$ cat src/rtl/dm_access_ctrl_if.sv
// CPU-request / response / data-memory bundle for dm_access_ctrl.
// A request transfers on a rising edge where req_valid && req_ready; resp_valid is a one-cycle completion pulse.
interface dm_access_ctrl_if #(
  parameter int ADDR_BITS = 10
);
  logic                 req_valid;
  logic                 req_ready;
  logic                 req_we;
  logic [1:0]           req_size;
  logic                 req_sign;
  logic [31:0]          req_addr;
  logic [31:0]          req_wdata;
  logic                 resp_valid;
  logic [31:0]          resp_rdata;
  logic                 resp_err;
  logic [ADDR_BITS-1:0] mem_addr;
  logic                 mem_we;
  logic [31:0]          mem_wd;
  logic [31:0]          mem_rd;
  logic [2:0]           dbg_state;

  modport slave (
    input  req_valid, req_we, req_size, req_sign, req_addr, req_wdata, mem_rd,
    output req_ready, resp_valid, resp_rdata, resp_err, mem_addr, mem_we, mem_wd,
           dbg_state
  );

  modport master (
    output req_valid, req_we, req_size, req_sign, req_addr, req_wdata, mem_rd,
    input  req_ready, resp_valid, resp_rdata, resp_err, mem_addr, mem_we, mem_wd,
           dbg_state
  );
endinterface

$ cat src/rtl/dm_access_ctrl.sv
// Turns byte/halfword/word CPU loads and stores into word-memory cycles,
// using read-modify-write for sub-word stores and extending load data.
module dm_access_ctrl #(
  parameter int ADDR_BITS = 10,
  parameter int DATA_W    = 32
) (
  input  logic             clk,
  input  logic             reset,
  dm_access_ctrl_if.slave  bus
);

  typedef enum logic [2:0] {
    IDLE   = 3'd0,
    LOAD   = 3'd1,
    RMW_RD = 3'd2,
    WRITE  = 3'd3,
    RESP   = 3'd4
  } state_t;

  state_t                 state, state_nxt;
  logic                   accept;
  logic                   req_err;
  logic                   we_q;
  logic [1:0]             size_q;
  logic                   sign_q;
  logic [ADDR_BITS+1:0]   addr_q;
  logic [DATA_W-1:0]      wdata_q;
  logic [DATA_W-1:0]      merge_q;
  logic [DATA_W-1:0]      rdata_q;
  logic                   err_q;
  logic [7:0]             lane_b;
  logic [15:0]            lane_h;
  logic [DATA_W-1:0]      load_ext;
  logic [DATA_W-1:0]      merged;

  assign accept = bus.req_valid && (state == IDLE);

  // Error decode uses the live request: it only matters on the accept edge.
  always_comb begin
    req_err = 1'b0;
    if (bus.req_size == 2'd3)                                 req_err = 1'b1;
    if (bus.req_size == 2'd1 && bus.req_addr[0])              req_err = 1'b1;
    if (bus.req_size == 2'd2 && bus.req_addr[1:0] != 2'b00)   req_err = 1'b1;
    if (bus.req_addr[31:ADDR_BITS+2] != '0)                   req_err = 1'b1;
  end

  always_ff @(posedge clk or negedge reset) begin
    if (!reset) state <= IDLE;
    else        state <= state_nxt;
  end

  always_comb begin
    state_nxt = state;
    case (state)
      IDLE: begin
        if (accept) begin
          if (req_err)                  state_nxt = RESP;
          else if (!bus.req_we)         state_nxt = LOAD;
          else if (bus.req_size == 2'd2) state_nxt = WRITE;
          else                          state_nxt = RMW_RD;
        end
      end
      LOAD:    state_nxt = RESP;
      RMW_RD:  state_nxt = WRITE;
      WRITE:   state_nxt = RESP;
      RESP:    state_nxt = IDLE;
      default: state_nxt = IDLE;
    endcase
  end

  always_comb begin
    bus.req_ready  = (state == IDLE) && reset;
    bus.resp_valid = (state == RESP);
    bus.resp_rdata = rdata_q;
    bus.resp_err   = err_q;
    bus.mem_addr   = addr_q[ADDR_BITS+1:2];
    bus.mem_we     = (state == WRITE);
    bus.mem_wd     = (size_q == 2'd2) ? wdata_q : merge_q;
    bus.dbg_state  = state;
  end

  // Lane extraction and merge both key off the latched address.
  always_comb begin
    lane_b   = bus.mem_rd[{addr_q[1:0], 3'b000} +: 8];
    lane_h   = addr_q[1] ? bus.mem_rd[31:16] : bus.mem_rd[15:0];
    load_ext = bus.mem_rd;
    case (size_q)
      2'd0:    load_ext = {{24{sign_q & lane_b[7]}}, lane_b};
      2'd1:    load_ext = {{16{sign_q & lane_h[15]}}, lane_h};
      default: load_ext = bus.mem_rd;
    endcase
    merged = bus.mem_rd;
    if (size_q == 2'd0) merged[{addr_q[1:0], 3'b000} +: 8] = wdata_q[7:0];
    else                merged[{addr_q[1], 4'b0000} +: 16] = wdata_q[15:0];
  end

  always_ff @(posedge clk or negedge reset) begin
    if (!reset) begin
      we_q    <= 1'b0;
      size_q  <= 2'd0;
      sign_q  <= 1'b0;
      addr_q  <= '0;
      wdata_q <= '0;
      merge_q <= '0;
      rdata_q <= '0;
      err_q   <= 1'b0;
    end else begin
      if (accept) begin
        we_q    <= bus.req_we;
        size_q  <= bus.req_size;
        sign_q  <= bus.req_sign;
        addr_q  <= bus.req_addr[ADDR_BITS+1:0];
        wdata_q <= bus.req_wdata;
        err_q   <= req_err;
        rdata_q <= '0;
      end
      if (state == LOAD && !we_q) rdata_q <= load_ext;
      if (state == RMW_RD)        merge_q <= merged;
      if (state == RESP) begin
        err_q   <= 1'b0;
        rdata_q <= '0;
      end
    end
  end

endmodule

$ cat src/flat_wrapper.sv
// flat-port wrapper written by rule: the top's interface ports become plain ports
module dm_access_ctrl_flat 
#(
  parameter int ADDR_BITS = 10,
  parameter int DATA_W    = 32
)
  (clk, reset, bus_req_valid, bus_req_we, bus_req_size, bus_req_sign, bus_req_addr, bus_req_wdata, bus_mem_rd, bus_req_ready, bus_resp_valid, bus_resp_rdata, bus_resp_err, bus_mem_addr, bus_mem_we, bus_mem_wd, bus_dbg_state);
  dm_access_ctrl_if #(.ADDR_BITS(ADDR_BITS)) bus_i ();
  input  logic clk;
  input  logic reset;
  input wire logic [$bits(bus_i.req_valid)-1:0] bus_req_valid;
  input wire logic [$bits(bus_i.req_we)-1:0] bus_req_we;
  input wire logic [$bits(bus_i.req_size)-1:0] bus_req_size;
  input wire logic [$bits(bus_i.req_sign)-1:0] bus_req_sign;
  input wire logic [$bits(bus_i.req_addr)-1:0] bus_req_addr;
  input wire logic [$bits(bus_i.req_wdata)-1:0] bus_req_wdata;
  input wire logic [$bits(bus_i.mem_rd)-1:0] bus_mem_rd;
  output wire logic [$bits(bus_i.req_ready)-1:0] bus_req_ready;
  output wire logic [$bits(bus_i.resp_valid)-1:0] bus_resp_valid;
  output wire logic [$bits(bus_i.resp_rdata)-1:0] bus_resp_rdata;
  output wire logic [$bits(bus_i.resp_err)-1:0] bus_resp_err;
  output wire logic [$bits(bus_i.mem_addr)-1:0] bus_mem_addr;
  output wire logic [$bits(bus_i.mem_we)-1:0] bus_mem_we;
  output wire logic [$bits(bus_i.mem_wd)-1:0] bus_mem_wd;
  output wire logic [$bits(bus_i.dbg_state)-1:0] bus_dbg_state;
  assign bus_i.req_valid = bus_req_valid;
  assign bus_i.req_we = bus_req_we;
  assign bus_i.req_size = bus_req_size;
  assign bus_i.req_sign = bus_req_sign;
  assign bus_i.req_addr = bus_req_addr;
  assign bus_i.req_wdata = bus_req_wdata;
  assign bus_i.mem_rd = bus_mem_rd;
  assign bus_req_ready = bus_i.req_ready;
  assign bus_resp_valid = bus_i.resp_valid;
  assign bus_resp_rdata = bus_i.resp_rdata;
  assign bus_resp_err = bus_i.resp_err;
  assign bus_mem_addr = bus_i.mem_addr;
  assign bus_mem_we = bus_i.mem_we;
  assign bus_mem_wd = bus_i.mem_wd;
  assign bus_dbg_state = bus_i.dbg_state;
  dm_access_ctrl #(.ADDR_BITS(ADDR_BITS), .DATA_W(DATA_W)) u_core (.clk(clk), .reset(reset), .bus(bus_i));
endmodule
$ cat config.mk
export PLATFORM = sky130hd
export DESIGN_NAME = dm_access_ctrl_flat
export DESIGN_NICKNAME = d
export VERILOG_FILES = /design/src/rtl/dm_access_ctrl_if.sv /design/src/rtl/dm_access_ctrl.sv /design/src/flat_wrapper.sv
export SDC_FILE = /design/constraint.sdc
export NUM_CORES = 1
export LEC_CHECK = 0
export CAP_MARGIN = 5
export CORE_AREA = 2 2 110 165
export CTS_CLUSTER_DIAMETER = 100
export DETAILED_ROUTE_END_ITERATION = 7
export DIE_AREA = 0 0 112 167
export PLACE_DENSITY = 0.67
export SLEW_MARGIN = 25
export SYNTH_ARGS = -nofsm -noshare
export SYNTH_HDL_FRONTEND = slang
export SYNTH_SLANG_ARGS = --single-unit
$ cat constraint.sdc
create_clock -name clk -period 5.4 [get_ports clk]
set_clock_uncertainty 0.2 [all_clocks]
set_input_delay 1.62 -clock clk [delete_from_list [all_inputs] [get_ports clk]]
set_output_delay 1.62 -clock clk [all_outputs]
set_load 0.05 [all_outputs]
==> results.toml, run 1 <==
[logic_synthesis]
synth.most_common_cell = "dfrtp_1"
netlist.top_cell.by_area = "dfrtp_1"
syn_inst = 515
ys_ff_latch = 116
synth-warning-count = 0
synth_enable_flop_cells = 0
seq_area_frac_synth_pct = 49.04
yosys-top-cells-count = "116 x dfrtp_1, 84 x mux2_2, 37 x nor2_1"
syn-num-nets = 623
syn-cell-area_um2 = 5919
synth-async-reset-ratio_pct = 100.0
synth_top_area_share_pct = 49.04
yosysUniqueCellTypes = 43
avgSynthCellArea_um2 = 11.49
ys.flop_type = "dfrtp_1"
synth_area_leaders = "dfrtp_1 49%, mux2_2 16%, a221o_1 3.7%"

[finish]
area_growth_pct = 44.75
layout.nets = 790
antenna_cells = 0
drive_gt1_share_pct = 21.01

[routing]
firstDrtPassIters = 5
dr_wl_met2_um = 10510
route.detailed.drc = 0
wirelength_um = 19540
first_iter_violations = 400
num_vias = 5053
wl_met1_um = 7250
met3_length_um = 1169
wl_per_cell_um = 21.52
highest_layer = "met4"
detail-route-antenna-nets = 0
vias_per_cell = 5.565

[clock_tree]
cts_made_buffers = 17
cts_tree = "yes"
cts_num_sinks = 116
cts_hold_buf = 0
cts_resized = 0
htreeDepth = 4
clockBufferDepth = 2
insertion_delay_ns = 0.41
cts_setup_buffers = 0
path_clk_slew_ns = 0.05
root_buffer = "clkbuf_16"

[pwr]
power_density_nw_per_um2 = 337.7
leakage_nw = 3.613
ir_worst_vdd_mv = 0.2096

[setup_path]
rrSetupSlack_ns = 2.37
crit_type = "reg -> out"
endpoint_kind = "output port"
slowest_stage = "clkdlybuf4s50_1"
cp_cell_sequence = "buf_4 > inv_1 > nor2_2 > buf_4 > mux2_2 > clkdlybuf4s50_1"
cp-start-kind = "flop"
cp.required_ns = 3.58
path_delay_family = "buffers and inverters"
worst-path-max-fanout = 32
slowest_delay_ns = 0.71
worstPathArrival_ns = 2.80
critPathBufInv = 4
crit_path_frequent_cell = "buf_4"

[global_route]
grt_pass1_vias = 5237
grt_max_degree = 60
overflow = 0
antenna_found_initial = 0
grt_first_pass_wirelength_um = 29860
grt_usage_pct = 20.77

[placement]
dp_hpwl_um = 14740
globalplace.congestion = 0.8679
port-buffer-count = 183

[timing]
rsz0062_at_grt = "no"
hold_viol_final = 0
fin_crit_ns = 4.620
slew-limit-headroom_pct = 34.95
fmax_ghz = 0.2165
hold_ws_ns = 0.2899
worstMarginPinSlew_ns = 0.9758
tns_ns = 0
final.period_utilization_pct = 85.55
setup_viol_count_final = 0
finalMaxSlewViolations = 0

[floorplanning]
die_h_um = 167
dieArea_um2 = 18700
initial_utilization_pct = 34.27
die_w_um = 112
coreArea_um2 = 17270
row_count = 59
num_io_pins = 184

[status]
status = "finished clean"

[job]
max-cap-violations = 0

[min_path]
hp-class = "reg -> reg"
metrics by stage:
stage | instance area [um2] | power, mW | instances | setup slack, ns | util [%]
global route | 8568 | 3.002 | 908 | 0.6204 | 49.60
global placement | 7878 | 1.597 | 876 | 1.289 | 45.60
floorplan | 5919 | 1.371 | 515 | 1.553 | -
CTS | 8566 | 2.916 | 908 | 0.7531 | 49.59
finish | 8568 | 2.893 | 908 | 0.7802 | 49.60
detailed placement | 7884 | 1.611 | 876 | 1.205 | 45.64
flip-flops by register name, indices dropped and copies added, names as in the netlist:
name	cells
u_core.bus.resp_err	1
u_core.bus.dbg_state	3
u_core.we_q	1
u_core.size_q	2
u_core.merge_q	32
u_core.bus.resp_rdata	32
u_core.wdata_q	32
u_core.sign_q	1
u_core.addr_q	12
cell usage in the layout (no fill, tap or decap), drive strengths merged, types with 2 or more instances in the layout:
| master | instances |
|---|---|
| clkbuf | 20 |
| inv | 16 |
| nand3 | 3 |
| clkinvlp | 3 |
| mux2 | 84 |
| a21o | 3 |
| or2 | 2 |
| nor2 | 37 |
| nor2b | 2 |
| a221oi | 16 |
| nor3b | 2 |
| nor4 | 6 |
| dfrtp | 116 |
| o21ai | 26 |
| a22o | 24 |
| clkinv | 3 |
| and2 | 2 |
| ha | 5 |
| clkdlybuf4s50 | 181 |
| buf | 11 |
| nand2b | 2 |
| a221o | 32 |
| bufinv | 6 |
| nor3 | 6 |
| mux2i | 18 |
| nand2 | 18 |
| or3 | 2 |
| a21oi | 33 |
| a222oi | 7 |
final timing paths:
check / startpoint / end / depth (start not counted)
hold / removal: u_core.bus.resp_rdata[0] / u_core.bus.resp_rdata[0] / 2
min in group asynchronous: reset / u_core.merge_q[0] / 2
setup / recovery: u_core.size_q[1] / bus_mem_wd[7] / 6
setup reg to reg: u_core.addr_q[1] / u_core.merge_q[21] / 7
hold reg to reg: u_core.bus.resp_rdata[0] / u_core.bus.resp_rdata[0] / 2
max in group asynchronous: reset / u_core.bus.resp_rdata[19] / 3
kinds of logic after synthesis:
group           after synthesis  share of synthesized area [%]
flops                       116                          49.04
compound gates              149                          19.53
simple gates                 83                          6.468
fa+ha+maj                     5                          1.057
mux                         102                          19.02
buf+inv                      60                          4.883
where the power goes:
group | leakage [nW] | internal (mW) | total [mW] | switching (mW)
Sequential | 1.51 | 0.924 | 0.990 | 0.0653
Combinational | 1.78 | 0.261 | 0.609 | 0.348
Clock | 0.323 | 0.891 | 1.29 | 0.404
Total | 3.61 | 2.08 | 2.89 | 0.817
routing by layer:
layer | vias to the layer above | track usage [%]
met1 | 2514 | 22.83
met3 | 39 | 5.313
met2 | 200 | 37.81
met5 | - | 0
li1 | 2300 | -
met4 | 0 | 8.431
worst reg2reg max path, delay by kind of cell, from the launching register on:
kind	cells	cell delay (ns)
fa+ha+maj	1	0.43
simple gates	2	0.23
buf+inv	2	0.69
flops	1	0.32
compound gates	2	1.09
cell type report:
type	instances	area, um2
sequential	116	2903
clock inverter	12	225.2
tap	213	266.5
clock buffer	20	456.7
multi-input combinational	339	2763
inverter	16	60.06
timing repair buffer	192	1894
fill	1596	8706
Power figures use the tool's default switching activity.
==> run 2, diff against run 1 <==
--- a/config.mk
+++ b/config.mk
@@ -6,11 +6,13 @@
 export NUM_CORES = 1
 export LEC_CHECK = 0
 export CAP_MARGIN = 5
-export CORE_AREA = 2 2 110 165
+export CORE_AREA = 2 2 129 194
 export CTS_CLUSTER_DIAMETER = 100
 export DETAILED_ROUTE_END_ITERATION = 7
-export DIE_AREA = 0 0 112 167
-export PLACE_DENSITY = 0.67
+export DIE_AREA = 0 0 131 196
+export PLACE_DENSITY = 0.53
+export REMOVE_ABC_BUFFERS = 1
+export SETUP_SLACK_MARGIN = 0.5
 export SLEW_MARGIN = 25
 export SYNTH_ARGS = -nofsm -noshare
 export SYNTH_HDL_FRONTEND = slang
==> run 2 against run 1 <==
Core utilization is 13 points lower; final area increased by 1.5%; largest cell class unchanged; cell count is 13% higher; critical endpoint is now bus_mem_wd[9].
==> results.toml, run 2 (synthesis results as in run 1) <==
[routing]
detail-route-antenna-nets = 0
wirelength_um = 21090
num_vias = 4932
route.detailed.drc = 0
vias_per_cell = 4.826
first_iter_violations = 358
wl_per_cell_um = 20.63
firstDrtPassIters = 7

[global_route]
grt_first_pass_wirelength_um = 31590
overflow = 0
antenna_found_initial = 0
grt_pass1_vias = 5038
grt_usage_pct = 16.87
grt_max_degree = 117

[floorplanning]
die_w_um = 131
coreArea_um2 = 24090
initial_utilization_pct = 24.58
num_io_pins = 184
row_count = 70
dieArea_um2 = 25680
die_h_um = 196

[clock_tree]
cts_num_sinks = 116
cts_hold_buf = 0
cts_setup_buffers = 0
clockBufferDepth = 2
root_buffer = "clkbuf_16"
cts_made_buffers = 17
path_clk_slew_ns = 0.06
cts_resized = 0
htreeDepth = 4
cts_tree = "yes"
insertion_delay_ns = 0.44

[placement]
globalplace.congestion = 0.7510
placed_area_um2 = 8104
dp_hpwl_um = 14880
port-buffer-count = 183

[finish]
utilization_pct = 36.12
layout_commonest_cell = "clkdlybuf4s50_1"
final_cell_mix = "181 x clkdlybuf4s50_1, 116 x dfrtp_1, 84 x mux2_2"
area_growth_pct = 46.99
antenna_cells = 0
nFillCells = 2395
final_cell_area_um2 = 8701
layout.nets = 793
drive_gt1_share_pct = 21.63

[job]
max-cap-violations = 0

[pwr]
p_seq_share_pct = 35.6
leakage_nw = 3.607
internal_power_mw = 1.888
power_frac_clock_pct = 41.6
ir_worst_vdd_mv = 0.2419
switching_share_pct = 31.60
p_sw_uw = 872.3
comb_power_share_pct = 22.8
power_density_nw_per_um2 = 317.2

[setup_path]
cp_cell_sequence = "nor2_4 > buf_12 > mux2_2 > clkdlybuf4s50_1"
crit_path_end = "bus_mem_wd[9]"
ff2ff_path_depth = 6
cp_num_cells = 4
crit_type = "reg -> out"
worst-path-max-fanout = 22
cp.required_ns = 3.58
regToRegEndpoint = "u_core.merge_q[7]"
worstPathArrival_ns = 2.84
slowest_stage = "clkdlybuf4s50_1"
cp-start-kind = "flop"
critPathBufInv = 2
path_delay_family = "buffers and inverters"
rr_startpoint = "u_core.addr_q[1]"
cp-startpoint = "u_core.size_q[0]"
endpoint_kind = "output port"
slowest_delay_ns = 0.70
rrSetupSlack_ns = 2.58

[timing]
tns_ns = 0
rsz0062_at_grt = "no"
hold_viol_final = 0
final.period_utilization_pct = 86.33
fmax_ghz = 0.2145
fin_crit_ns = 4.662
finalMaxSlewViolations = 0
slew-limit-headroom_pct = 32.06
worstMarginPinSlew_ns = 0.9908
setup_viol_count_final = 0

[status]
status = "finished clean"

[min_path]
min_from = "u_core.bus.resp_rdata[1]"
hp-class = "reg -> reg"
[run 2: cell types whose count changed in the layout (fill, tap and decap cells not counted), moves of 2 or more]
cell	delta
bufinv_16	-4
buf_12	+4
clkinv_4	+2
inv_6	+2
nor2_2	-2
[run 2: power groups by stage]
stage	Combinational, mW	Sequential (mW)	Clock [mW]
CTS	0.635	0.981	1.18
detailed placement	0.633	0.997	0
floorplan	0.309	1.03	0
global route	0.670	0.990	1.22
finish	0.630	0.982	1.15
global placement	0.628	0.997	0
[run 2: per-stage QoR]
stage	total power [mW]	cells	hold WS (ns)	worst slack (ns)
floorplan	1.342	471	0.2691	0.7251
global placement	1.625	990	0.2625	1.197
detailed placement	1.629	990	0.2685	1.173
CTS	2.793	1022	0.2819	0.6997
global route	2.877	1022	0.3003	0.6066
finish	2.760	1022	0.2751	0.7381
[run 2: worst min path at each step]
stage,endpoint,slack (ns),cells after the start
2_1_floorplan,u_core.merge_q[10],0.27,1
6_report,u_core.bus.resp_rdata[1],0.28,2
3_5_place_dp,u_core.bus.resp_rdata[7],0.27,1
3_3_place_gp,u_core.bus.resp_rdata[0],0.26,2
4_1_cts,u_core.bus.resp_rdata[7],0.28,1
5_1_grt,u_core.bus.resp_rdata[7],0.30,1
[run 2: layout make-up]
type | count | area (um2) | share of cell area, %
clock inverter | 14 | 152.6 | 1.754
timing repair buffer | 195 | 1967 | 22.61
inverter | 16 | 60.06 | 0.6903
multi-input combinational | 339 | 2774 | 31.88
sequential | 116 | 2903 | 33.36
tap | 324 | 405.4 | 4.659
clock buffer | 18 | 439.2 | 5.047
[run 2: tightest hold or removal path, delay by kind of cell (launching register included)]
kind,cells,cell delay (ns)
DFF,1,0.34
AOI/OAI and AO/OA,1,0.06
and+or+nand+nor,1,0.04
[run 2: metal layers]
layer / vias up / track usage, % / wire (um)
li1: 2294 / - / -
met1: 2453 / 19.63 / 8267
met2: 156 / 29.69 / 11340
met3: 29 / 3.654 / 949
met4: 0 / 6.619 / 533
met5: - / 0 / 0
==> run 3, diff against run 2 <==
--- a/config.mk
+++ b/config.mk
@@ -6,10 +6,10 @@
 export NUM_CORES = 1
 export LEC_CHECK = 0
 export CAP_MARGIN = 5
-export CORE_AREA = 2 2 129 194
+export CORE_AREA = 4 4 131 196
 export CTS_CLUSTER_DIAMETER = 100
 export DETAILED_ROUTE_END_ITERATION = 7
-export DIE_AREA = 0 0 131 196
+export DIE_AREA = 0 0 135 200
 export PLACE_DENSITY = 0.53
 export REMOVE_ABC_BUFFERS = 1
 export SETUP_SLACK_MARGIN = 0.5
==> run 3 against run 2 <==
Non-clock buffer count up 1; largest power group unchanged; critical path type unchanged; core utilization about the same; critical path depth unchanged.
==> results.toml, run 3 (synthesis results as in run 1) <==
[setup_path]
cp-start-kind = "flop"
endpoint_kind = "output port"
worst-path-max-fanout = 23
crit_type = "reg -> out"
worstPathArrival_ns = 3.00
cp.required_ns = 3.58

[job]
max-cap-violations = 0

[global_route]
antenna_found_initial = 1
grt_pass1_vias = 5302
grt_first_pass_wirelength_um = 32320
grt_max_degree = 63
grt_usage_pct = 15.93
overflow = 0

[pwr]
leakage_nw = 3.615
ir_worst_vdd_mv = 0.2233
power_density_nw_per_um2 = 317.6

[routing]
num_vias = 4939
vias_per_cell = 4.823
wl_per_cell_um = 20.89
wirelength_um = 21390
detail-route-antenna-nets = 0
firstDrtPassIters = 5
route.detailed.drc = 0
first_iter_violations = 325

[clock_tree]
cts_resized = 0
root_buffer = "clkbuf_16"
cts_made_buffers = 17
cts_hold_buf = 0
cts_setup_buffers = 0
htreeDepth = 4
insertion_delay_ns = 0.42
clockBufferDepth = 2
path_clk_slew_ns = 0.05
cts_tree = "yes"
cts_num_sinks = 116

[timing]
tns_ns = 0
finalMaxSlewViolations = 0
fin_crit_ns = 4.822
slew-limit-headroom_pct = 36.21
fmax_ghz = 0.2074
final.period_utilization_pct = 89.30
hold_viol_final = 0
rsz0062_at_grt = "no"
setup_viol_count_final = 0
worstMarginPinSlew_ns = 0.9535

[status]
status = "finished clean"

[placement]
dp_hpwl_um = 15650
placed_area_um2 = 8090
port-buffer-count = 183
globalplace.congestion = 0.7398

[floorplanning]
row_count = 70
dieArea_um2 = 27000
initial_utilization_pct = 24.58
num_io_pins = 184
coreArea_um2 = 24090
die_w_um = 135
die_h_um = 200

[finish]
area_growth_pct = 46.90
final_cell_mix = "181 x clkdlybuf4s50_1, 116 x dfrtp_1, 84 x mux2_2"
final_cell_area_um2 = 8696
layout_commonest_cell = "clkdlybuf4s50_1"
layout.nets = 794
nFillCells = 2404
drive_gt1_share_pct = 21.46

[min_path]
hp-class = "reg -> reg"
run 3: final timing paths:
| kind | endpoint | cells past startpoint | slack [ns] | from |
|---|---|---|---|---|
| max | bus_mem_wd[10] | 4 | 0.58 | u_core.size_q[0] |
| max reg2reg | u_core.merge_q[2] | 6 | 2.48 | u_core.addr_q[1] |
| max in group asynchronous | u_core.wdata_q[15] | 3 | 2.49 | reset |
| min | u_core.bus.resp_rdata[3] | 2 | 0.28 | u_core.bus.resp_rdata[3] |
| min in group asynchronous | u_core.merge_q[1] | 2 | 1.25 | reset |
| min reg2reg | u_core.bus.resp_rdata[3] | 2 | 0.28 | u_core.bus.resp_rdata[3] |
run 3: area by class of cell:
class	count	area, um2	area share (%)
antenna	1	2.502	0.02878
clock buffer	22	464.2	5.338
clock inverter	10	130.1	1.496
inverter	16	60.06	0.6906
multi-input combinational	339	2778	31.94
sequential	116	2903	33.38
tap	324	405.4	4.662
timing repair buffer	196	1953	22.46
run 3: stage by stage:
stage | setup WS [ns] | util (%) | hold slack, ns | cells | total power, mW
floorplan | 0.7251 | - | 0.2691 | 471 | 1.342
global placement | 1.078 | 33.54 | 0.2663 | 990 | 1.623
detailed placement | 1.027 | 33.59 | 0.2745 | 991 | 1.626
CTS | 0.5670 | 36.06 | 0.2862 | 1023 | 2.794
global route | 0.5008 | 36.10 | 0.3121 | 1024 | 2.874
finish | 0.5777 | 36.10 | 0.2784 | 1024 | 2.762
run 3: report_power, final:
| part | switching [mW] | internal, mW |
|---|---|---|
| Combinational | 0.359 | 0.268 |
| Clock | 0.408 | 0.745 |
| Sequential | 0.0582 | 0.924 |
run 3: layer usage:
metal,routed length (um),global-route usage (%)
met5,0,0
met4,1067,8.816
met3,918,3.210
met2,11250,27.96
met1,8152,18.12
run 3: worst max-delay path, stage by stage, from the launching register on:
cell and delay, ns:
dfrtp_1 0.62, nor2_4 0.41, buf_4 0.43, mux2_2 0.39
clkdlybuf4s50_1 0.70
